[config.mk]
export PLATFORM = sky130hd
export DESIGN_NAME = ms53l_uart_rx_flat
export DESIGN_NICKNAME = d
export VERILOG_FILES = /design/src/rtl/ms53l_uart_rx_if.sv /design/src/rtl/ms53l_uart_rx.sv /design/src/flat_wrapper.sv
export SDC_FILE = /design/constraint.sdc
export NUM_CORES = 1
export LEC_CHECK = 0
export CAP_MARGIN = 25
export CORE_MARGIN = 2
export CORE_UTILIZATION = 39
export CTS_CLUSTER_DIAMETER = 200
export DETAILED_ROUTE_END_ITERATION = 8
export DONT_BUFFER_PORTS = 1
export GPL_ROUTABILITY_DRIVEN = 0
export SLEW_MARGIN = 20
export SYNTH_ARGS = -nofsm -noshare
export SYNTH_HDL_FRONTEND = slang
export SYNTH_SLANG_ARGS = --single-unit
[constraint.sdc]
create_clock -name clk -period 2.7 [get_ports clk]
set_input_delay 0.27 -clock clk [delete_from_list [all_inputs] [get_ports clk]]
set_output_delay 0.27 -clock clk [all_outputs]
set_load 0.05 [all_outputs]
[src/rtl/ms53l_uart_rx_if.sv]
// Byte-side bundle of the MS53L UART receiver.
// master drives strobes/data, slave is the frame parser.
interface ms53l_uart_rx_if;
   logic       rx_data_en;
   logic [7:0] rx_data;
   logic       frame_err;
   logic       busy;

   modport master (
      output rx_data_en,
      output rx_data,
      output frame_err,
      output busy
   );

   modport slave (
      input rx_data_en,
      input rx_data,
      input frame_err,
      input busy
   );
endinterface

[src/rtl/ms53l_uart_rx.sv]
// MS53L 8N1 UART byte receiver with mid-bit sampling.
// Define MS53L_RX_MAJORITY_EN for 2-of-3 majority sampling.
module ms53l_uart_rx #(
   parameter int CLK_FREQ = 50_000_000,
   parameter int BAUD     = 115200
) (
   input  logic            clk,
   input  logic            rst,
   input  logic            uart_rx,
   ms53l_uart_rx_if.master rx
);
   localparam int CPB  = CLK_FREQ / BAUD;
   localparam int HALF = CPB / 2;
   localparam int CW   = $clog2(CPB);

   localparam logic [CW-1:0] CPB_T  = CW'(CPB - 1);
   localparam logic [CW-1:0] HALF_T = CW'(HALF - 1);

   typedef enum logic [2:0] {
      S_IDLE,
      S_START,
      S_DATA,
      S_STOP,
      S_WAIT_HIGH
   } state_t;

   state_t        state;
   state_t        state_nxt;
   logic [CW-1:0] cnt;
   logic [CW-1:0] cnt_nxt;
   logic [7:0]    shift;
   logic [7:0]    shift_nxt;
   logic [2:0]    bit_idx;
   logic [2:0]    bit_nxt;
   logic [7:0]    data_q;
   logic [7:0]    data_nxt;
   logic          en_q;
   logic          en_nxt;
   logic          ferr_q;
   logic          ferr_nxt;
   logic          sync1;
   logic          rx_sync;
   logic          samp;
   logic          at_half;
   logic          at_full;

   always_ff @(posedge clk) begin
      if (rst) begin
         sync1   <= 1'b1;
         rx_sync <= 1'b1;
      end else begin
         sync1   <= uart_rx;
         rx_sync <= sync1;
      end
   end

`ifdef MS53L_RX_MAJORITY_EN
   // hist[0] is rx_sync one cycle back, hist[1] two cycles back
   logic [1:0] hist;

   always_ff @(posedge clk) begin
      if (rst) begin
         hist <= 2'b11;
      end else begin
         hist <= {hist[0], rx_sync};
      end
   end

   assign samp = (hist[1] & hist[0]) |
                 (hist[1] & rx_sync) |
                 (hist[0] & rx_sync);
`else
   assign samp = rx_sync;
`endif

   assign at_half = (cnt == HALF_T);
   assign at_full = (cnt == CPB_T);

   always_comb begin
      state_nxt = state;
      cnt_nxt   = cnt + 1'b1;
      shift_nxt = shift;
      bit_nxt   = bit_idx;
      data_nxt  = data_q;
      en_nxt    = 1'b0;
      ferr_nxt  = 1'b0;
      unique case (state)
         S_IDLE: begin
            cnt_nxt = '0;
            if (!rx_sync) begin
               state_nxt = S_START;
            end
         end
         S_START: begin
            if (at_half) begin
               cnt_nxt = '0;
               if (!samp) begin
                  state_nxt = S_DATA;
                  bit_nxt   = 3'd0;
               end else begin
                  state_nxt = S_IDLE;
               end
            end
         end
         S_DATA: begin
            if (at_full) begin
               cnt_nxt   = '0;
               shift_nxt = {samp, shift[7:1]};
               bit_nxt   = bit_idx + 3'd1;
               if (bit_idx == 3'd7) begin
                  state_nxt = S_STOP;
               end
            end
         end
         S_STOP: begin
            if (at_full) begin
               cnt_nxt = '0;
               if (samp) begin
                  data_nxt  = shift;
                  en_nxt    = 1'b1;
                  state_nxt = S_IDLE;
               end else begin
                  ferr_nxt  = 1'b1;
                  state_nxt = S_WAIT_HIGH;
               end
            end
         end
         S_WAIT_HIGH: begin
            // a held-low line or break must end before re-arming
            if (rx_sync) begin
               cnt_nxt   = '0;
               state_nxt = S_IDLE;
            end
         end
         default: begin
            cnt_nxt   = '0;
            state_nxt = S_IDLE;
         end
      endcase
   end

   always_ff @(posedge clk) begin
      if (rst) begin
         state   <= S_IDLE;
         cnt     <= '0;
         shift   <= 8'h00;
         bit_idx <= 3'd0;
         data_q  <= 8'h00;
         en_q    <= 1'b0;
         ferr_q  <= 1'b0;
      end else begin
         state   <= state_nxt;
         cnt     <= cnt_nxt;
         shift   <= shift_nxt;
         bit_idx <= bit_nxt;
         data_q  <= data_nxt;
         en_q    <= en_nxt;
         ferr_q  <= ferr_nxt;
      end
   end

   assign rx.rx_data_en = en_q;
   assign rx.rx_data    = data_q;
   assign rx.frame_err  = ferr_q;
   assign rx.busy       = (state != S_IDLE);
endmodule

[src/flat_wrapper.sv]
// flat-port wrapper written by rule: the top's interface ports become plain ports
module ms53l_uart_rx_flat 
#(
   parameter int CLK_FREQ = 50_000_000,
   parameter int BAUD     = 115200
)
  (clk, rst, uart_rx, rx_rx_data_en, rx_rx_data, rx_frame_err, rx_busy);
  ms53l_uart_rx_if rx_i ();
  input  logic clk;
  input  logic rst;
  input  logic uart_rx;
  output wire logic [$bits(rx_i.rx_data_en)-1:0] rx_rx_data_en;
  output wire logic [$bits(rx_i.rx_data)-1:0] rx_rx_data;
  output wire logic [$bits(rx_i.frame_err)-1:0] rx_frame_err;
  output wire logic [$bits(rx_i.busy)-1:0] rx_busy;
  assign rx_rx_data_en = rx_i.rx_data_en;
  assign rx_rx_data = rx_i.rx_data;
  assign rx_frame_err = rx_i.frame_err;
  assign rx_busy = rx_i.busy;
  ms53l_uart_rx #(.CLK_FREQ(CLK_FREQ), .BAUD(BAUD)) u_core (.clk(clk), .rst(rst), .uart_rx(uart_rx), .rx(rx_i));
endmodule
; ---- Yosys cells after proc, flatten, opt, wreduce, memory -nomap -nowiden
; Index checks and enable logic that the tools add are counted.
; Widths: inputs -> output; s select.
[word_totals]
in_bits = 3
ff_bits = 35
output_inout_bits = 11
elab_cells = 55
[op_classes]
bitwise = 2
n_mux = 19
n_eq_ne = 14
addsub = 2
n_reduce_logical = 9
[op_table]
columns = cell, n
row1 = $mux 3, 10
row2 = $mux 9, 3
row3 = $pmux 9 s3, 1
row4 = $pmux 3 s5, 1
row5 = $ne 2x1->1 const B, 5
row6 = $add 9x1->9 const B, 1
row7 = $eq 9x8->1 const B, 1
row8 = $eq 9x9->1 const B, 1
row9 = $eq 3x2->1 const B, 2
row10 = $eq 3x3->1 const B, 2
row11 = $pmux 3 s2, 1
row12 = $reduce_and 6->1, 1
row13 = $ne 2x2->1 const B, 2
row14 = $reduce_and 4->1, 1
row15 = $add 3x1->3 const B, 1
row16 = $eq 3x1->1 const B, 1
row17 = $logic_not 3->1, 1
row18 = $reduce_and 3->1, 1
row19 = $reduce_bool 3->1, 1
row20 = $reduce_or 3->1, 1
row21 = $mux 1, 2
row22 = $mux 2, 1
row23 = $not 1->1, 2
row24 = $reduce_and 2->1, 1
row25 = other kinds (2), 2

; ---- Longest topological paths before layout
; Gate-level depths: netlist (run 1).
[logic_depth]
word_depth = 4
ltp_mapped = 7

; ---- Worst setup path after synthesis (run 1)
; No wires, ideal clock.
[synth_timing]
kind = reg-to-reg
from = register u_core.state[2]
to = register u_core.cnt[2]
stages_incl_launch_ff = 7
arrival_ns = 1.550
path_slack_ns = 1.034
required_ns = 2.584
setup_time_ns = 0.116
n_path_buf = 2
synth_period_minus_slack_ns = 1.666
path_cell_list = dfxtp_1 -> clkbuf_1 -> or3_2 -> nand3b_1 -> a31o_2 -> buf_2 -> nor2_1
[synth_via]
elab_chain_len = 3
word_cells_on_any_way = 6
cone_classes = 4 x eq/ne / 1 x mux / 1 x reduce/logical
[synth_lines]
columns = element, line
row1 = from (decl), ms53l_uart_rx.sv:27  ; state_t state;
row2 = from (signal assigned), ms53l_uart_rx.sv:152  ; state <= state_nxt;
row3 = $eq 3x2->1, ms53l_uart_rx.sv:87  ; unique case (state)
row4 = $reduce_or 2->1 (no source line), -
row5 = $pmux 9 s3 (*), ms53l_uart_rx.sv:87
row6 = to (signal assigned), ms53l_uart_rx.sv:153  ; cnt <= cnt_nxt;
row7 = to (decl), ms53l_uart_rx.sv:29  ; logic [CW-1:0] cnt;
; Mark *: on every way between the ends. The rest lies on a longest branch, timed or not.
; A chain may end at the register's enable or synchronous reset.

; ---- Worst setup path in the final report (run 1)
[layout_timing]
from = register u_core.state[1]
to = register u_core.bit_idx[0]
[layout_via]
elab_chain_len = 3
word_cells_on_any_way = 8
cone_classes = 5 x eq/ne / 1 x mux / 2 x reduce/logical
[layout_lines]
columns = element, line
row1 = $eq 3x1->1 / $eq 3x2->1 (equally long branches), ms53l_uart_rx.sv:87
row2 = "$ne 2x2->1 (no source line), or another cell as far along", -
row3 = $reduce_and 4->1 (no source line), -
row4 = to (signal assigned), ms53l_uart_rx.sv:155  ; bit_idx <= bit_nxt;
row5 = to (decl), ms53l_uart_rx.sv:33  ; logic [2:0] bit_idx;
; Parallel ways exist; a longest one is shown, timed or not.

==> flow_summary.toml, run 1 <==
[outcome]
status = "finished clean"

[timing]
hold_viol = 0
setup_violations = 0
tns_ps = 0
rsz0062_at_grt = "no"
fin_crit_sh = 0.766
relSlewSlack = 0.647
fmax_mhz = 484
setup_slack_ps = 632
drv_slew = 0
fin_skew_ps = 3.55
worst_slew_pin_slew_ps = 526
fin_crit_ps = 2070

[clock_tree]
cts_root_buf = "clkbuf_8"
hold_buffers = 0
clock_sinks = 35
clk_pin_slew_ps = 70
post_cts_buffers = 0
cts_tree = "done"
clk_latency_ps = 290
cts_resized = 0
htree_levels = 2
numCtsBuffers = 5
cts_max_path_buffers = 2

[power]
ir_worst_vdd_v = 0.000263
leakage_uw = 0.000689
power_density_mw_per_mm2 = 615

[route]
drt-initial-drc-count = 83
remaining_drc_errors = 0
post_drt_wl_per_cell_um = 13.7
wl_um = 2940
ant_nets = 0
drtPass1Iterations = 4
vias_per_cell = 5.48
route.vias.total = 1178

[synthesis]
ys_types = 44
synthFlopType = "dfxtp_1"
syn-cell-area_mm2 = 0.00161
ys_seq_area_frac = 0.434
yosys.area.top_type_share = 0.434
synth_most_common_cell = "dfxtp_1"
synth-seq-cells = 35
synth_area_leaders = "dfxtp_1 (43%), mux2i_1 (9.9%), nor2_1 (6.1%), ha_1 (3.9%), xnor2_1 (2.7%)"
avgSynthCellArea_um2 = 9.77
synth_compound_area_frac = 0.0822
synth-xor-area-share = 0.0380
synthArstFlopShare = 0
yosysWarnings = 0
syn_inst = 165
synth.mux.area_fraction = 0.0993
synth_top_cells_by_count = "dfxtp_1 (35), nor2_1 (26), mux2i_1 (16)"
synth_nets = 173
synth_top_family_by_area = "simple AND/OR/NAND/NOR gates"
yosysTopAreaCell = "dfxtp_1"
synthAdderAreaFrac = 0.0388
yosys.area_share.simple = 0.261
synth_edf_count = 0

[critical_path]
r2r-start = "u_core.state[1]"
end_kind = "register"
cp_cell_sequence = "or3b_1, or3_1, nor2b_1, a211oi_1"
crit_type = "reg -> reg"
max_stage_delay_ps = 580
critPathLaunchType = "register"
critPathLaunch = "u_core.state[1]"
cp.required_ps = 2910
cp.arrival_ps = 2270
cpMaxStageDelayCell = "dfxtp_1"
path_max_fanout = 14

[floorplanning]
num_rows = 23
coreArea_mm2 = 0.00400
io_pins = 14
floorplan.die_area_mm2 = 0.00467
die_w_um = 68.3
initial_utilization = 0.403
die_h_um = 68.3

[placement]
numPortBuffers = 0
dpl_worst_slack_ps = 644
hpwl_um = 2070

[global_routing]
antenna_found_initial = 0
grt_usage = 0.143
grt_pass1_vias = 1081
grt_max_degree = 30
grt-ovfl-total = 0
grt_pass1_wl_um = 4810

[hold_path]
hp-start = "rst"
hold_path.class = "in -> reg"

[cells_and_area]
area_growth_pct = 8.15
n_antenna_cell = 0
fin_nets = 172
drive_above_1_share = 0.109

[flow_run]
max_cap_viol_count = 0
[per-stage QoR]
stage	total power, uW	hold slack, ps	cells	utilization	area [um^2]
2_1_floorplan	607	374	165	-	1610
3_3_place_gp	604	344	207	0.407	1630
3_5_place_dp	605	345	207	0.407	1630
4_1_cts	1090	30.0	215	0.436	1740
5_1_grt	1120	27.7	215	0.436	1740
6_report	1070	38.6	215	0.436	1740
[worst paths after layout]
check	cells past startpoint	endpoint	slack, ps
worst max-delay path	4	u_core.bit_idx[0]	630
worst min-delay path	1	u_core.state[0]	40
worst max register to register	4	u_core.bit_idx[0]	630
worst min register to register	1	u_core.rx_sync	420
[critical path, delay by kind of cell, from the launching register on]
family           cells  cell delay, ps
AND/OR/NAND/NOR      3            1200
AO/OA/AOI/OAI        1             200
flip-flops           1             580
[cell usage in the layout, fill, tap and decap left out, types with 2 or more instances in the layout]
master	synthesis	final
nor4b_1	3	3
a21oi_1	4	4
nand3b_1	2	2
and3_1	3	3
inv_1	7	7
o41ai_1	2	2
xor2_1	2	2
o21ai_0	2	2
a31oi_1	2	2
o32ai_1	2	2
nand2b_1	3	3
ha_1	5	5
clkbuf_8	0	5
xnor2_1	5	5
nor2_1	26	26
nand3_1	4	4
nand2_1	2	2
nand4_1	4	4
nor2b_1	3	3
dfxtp_1	35	35
a31o_2	2	2
or2_2	3	3
mux2i_1	16	16
or3_1	2	2
[sequential cells by signal, indices dropped and copies added, names as in the netlist]
name and flops:
u_core.bit_idx 3, u_core.rx.rx_data 8, u_core.shift 8, u_core.rx.frame_err 1
u_core.sync1 1, u_core.rx_sync 1, u_core.rx.rx_data_en 1, u_core.cnt 9
u_core.state 3
[per-layer routing]
layer / routed length [um] / vias up / track usage / share of wire
li1: - / 581 / - / -
met1: 1240 / 557 / 0.164 / 0.42
met3: 225 / 4 / 0.0658 / 0.077
met2: 1420 / 36 / 0.222 / 0.48
met5: 0 / - / 0 / 0
met4: 53 / 0 / 0.0725 / 0.018
[kinds of logic (layout without fill, tap and decap cells)]
family,Yosys count,in the layout
AO/OA/AOI/OAI,19,19
XOR/XNOR,7,7
adder cells (fa/ha/maj),5,5
buffers and inverters,15,15
flip-flops,35,35
multiplexers,16,16
AND/OR/NAND/NOR,68,68
[area by class of cell]
type                            instances  area (um^2)
Clock buffer                            5         68.8
Tap cell                               50         62.6
Sequential cell                        35          701
Multi-Input combinational cell        115          838
Clock inverter                          3         47.5
Inverter                                7         26.3
Fill cell                             391         2260
[power by group]
part / switching, uW / internal (uW) / total [uW]
Clock: 199 / 280 / 479
Sequential: 9.92 / 521 / 531
Combinational: 39.4 / 23.6 / 63.0
Power figures use the tool's default switching activity.
==> run 2: changes to the inputs <==
--- a/config.mk
+++ b/config.mk
@@ -5,6 +5,7 @@
 export SDC_FILE = /design/constraint.sdc
 export NUM_CORES = 1
 export LEC_CHECK = 0
+export ABC_AREA = 1
 export CAP_MARGIN = 25
 export CORE_MARGIN = 2
 export CORE_UTILIZATION = 39
==> constraint.sdc (replaced) <==
create_clock -name clk -period 2.15 [get_ports clk]
set_input_delay 0.215 -clock clk [delete_from_list [all_inputs] [get_ports clk]]
set_output_delay 0.215 -clock clk [all_outputs]
set_load 0.05 [all_outputs]
==> flow_summary.toml, run 2 <==
[outcome]
status = "finished clean"

[critical_path]
path_max_fanout = 8
cp.required_ps = 2360
critPathLaunchType = "register"
cpMaxStageDelayCell = "dfxtp_1"
crit_family = "simple AND/OR/NAND/NOR gates"
end_kind = "register"
cp_cell_sequence = "ha_1, nand2_1, nor2_2, nand2_4, nor3_4, o21ai_0, a21oi_1"
cp.arrival_ps = 1710
max_stage_delay_ps = 390
path_buf_inv = 0
crit_type = "reg -> reg"

[timing]
worst_slew_pin_slew_ps = 586
tns_ps = 0
fin_skew_ps = 3.84
setup_violations = 0
hold_viol = 0
fmax_mhz = 670
fin_crit_sh = 0.695
relSlewSlack = 0.609
fin_crit_ps = 1490
drv_slew = 0
rsz0062_at_grt = "no"

[power]
leakage_uw = 0.000718
p_int_uw = 1080
switching_share = 0.378
power_frac_comb = 0.317
power_density_mw_per_mm2 = 1010
power_frac_clock = 0.258
switchingPower_uw = 655
ir_worst_vdd_v = 0.000474
seq_power_share = 0.426

[synthesis]
synth-xor-area-share = 0.0333
yosys.area.top_type_share = 0.443
synthArstFlopShare = 0
synth_most_common_cell = "dfxtp_1"
synth_nets = 199
syn-cell-area_mm2 = 0.00158
synth_top_cells_by_count = "dfxtp_1 (35), inv_1 (25), nand2_1 (25)"
synth_area_leaders = "dfxtp_1 (44%), a21oi_1 (6.0%), inv_1 (5.9%), nand2_1 (5.9%), o21ai_0 (5.7%)"
synth_compound_area_frac = 0.122
syn_inst = 191
synth_edf_count = 0
yosysWarnings = 0
ys_types = 27
synth_top_family_by_area = "simple AND/OR/NAND/NOR gates"
synthFlopType = "dfxtp_1"
avgSynthCellArea_um2 = 8.27
synthAdderAreaFrac = 0.0396
yosys.area_share.simple = 0.279
yosysTopAreaCell = "dfxtp_1"
ys_seq_area_frac = 0.443
synth-seq-cells = 35
synth.mux.area_fraction = 0

[global_routing]
grt_usage = 0.139
antenna_found_initial = 0
grt_pass1_wl_um = 4730
grt_pass1_vias = 1038
grt_max_degree = 22
grt-ovfl-total = 0

[placement]
placedCellCount = 238
numPortBuffers = 0
hpwl_um = 1930

[hold_path]
hold_path.class = "in -> reg"

[floorplanning]
die_h_um = 67.7
num_rows = 23
io_pins = 14
coreArea_mm2 = 0.00394
floorplan.die_area_mm2 = 0.00458
die_w_um = 67.7
initial_utilization = 0.401

[clock_tree]
cts_resized = 0
cts_max_path_buffers = 2
cts_root_buf = "clkbuf_8"
clock_sinks = 35
clk_latency_ps = 280
clk_pin_slew_ps = 70
hold_buffers = 1
htree_levels = 2
cts_tree = "done"
post_cts_buffers = 0
numCtsBuffers = 5

[route]
drtPass1Iterations = 4
ant_nets = 0
wl_um = 2660
drt-initial-drc-count = 39
post_drt_wl_per_cell_um = 10.8
route.vias.total = 1169
vias_per_cell = 4.73
remaining_drc_errors = 0

[cells_and_area]
fillCellCount = 398
largest_register_ffs = 9
fin_cells = 247
layout_commonest_cell = "dfxtp_1"
n_antenna_cell = 0
regMostFlops = "u_core.cnt"
layout_common_cells = "dfxtp_1 (35), inv_1 (25), nand2_1 (25)"
fin_nets = 204
area_growth_pct = 8.08
drive_above_1_share = 0.137

[flow_run]
max_cap_viol_count = 0
run 2: stage by stage:
stage | setup slack, ps | hold slack, ps | instance area [um^2] | util | power (uW)
5_1_grt | 444 | 8.21 | 1710 | 0.433 | 1850
2_1_floorplan | 823 | 284 | 1580 | - | 1230
4_1_cts | 613 | 5.44 | 1710 | 0.433 | 1760
3_5_place_dp | 623 | 289 | 1620 | 0.410 | 1300
6_report | 657 | 13.3 | 1710 | 0.433 | 1730
3_3_place_gp | 683 | 289 | 1620 | 0.410 | 1300
run 2: layout make-up:
cell class | instances | area (um^2) | area share
flip-flops and latches | 35 | 701 | 0.410
multi-input cells | 125 | 748 | 0.438
well taps | 50 | 62.6 | 0.0366
repair buffers | 1 | 10.0 | 0.00586
inverters | 28 | 105 | 0.0615
clock buffers | 7 | 76.3 | 0.0447
clock inverters | 1 | 5.00 | 0.00293
run 2: final timing paths:
kind / start / endpoint / slack [ps] / cells after the start
max reg2reg: u_core.cnt[0] / u_core.rx.rx_data[0] / 660 / 7
min: rst / u_core.rx.frame_err / 10 / 1
max: u_core.cnt[0] / u_core.rx.rx_data[0] / 660 / 7
min reg2reg: u_core.sync1 / u_core.rx_sync / 410 / 1
run 2: cells by family after synthesis:
kind of cell	after synthesis
simple gates	76
xor+xnor	6
compound gates	38
flops	35
buf+inv	31
fa+ha+maj	5
run 2: power groups by stage:
stage	logic (uW)	clock network, uW	registers, uW
finish	549	446	738
floorplan	487	0	745
global route	621	489	743
detailed placement	551	0	753
global placement	552	0	753
CTS	554	467	738
run 2: layer usage:
metal  track usage  wire, um  up-vias
met1         0.181      1320      525
met2         0.202      1170       12
li1              -         -      624
met3        0.0450       101        8
met5             0         0        -
met4        0.0765        75        0
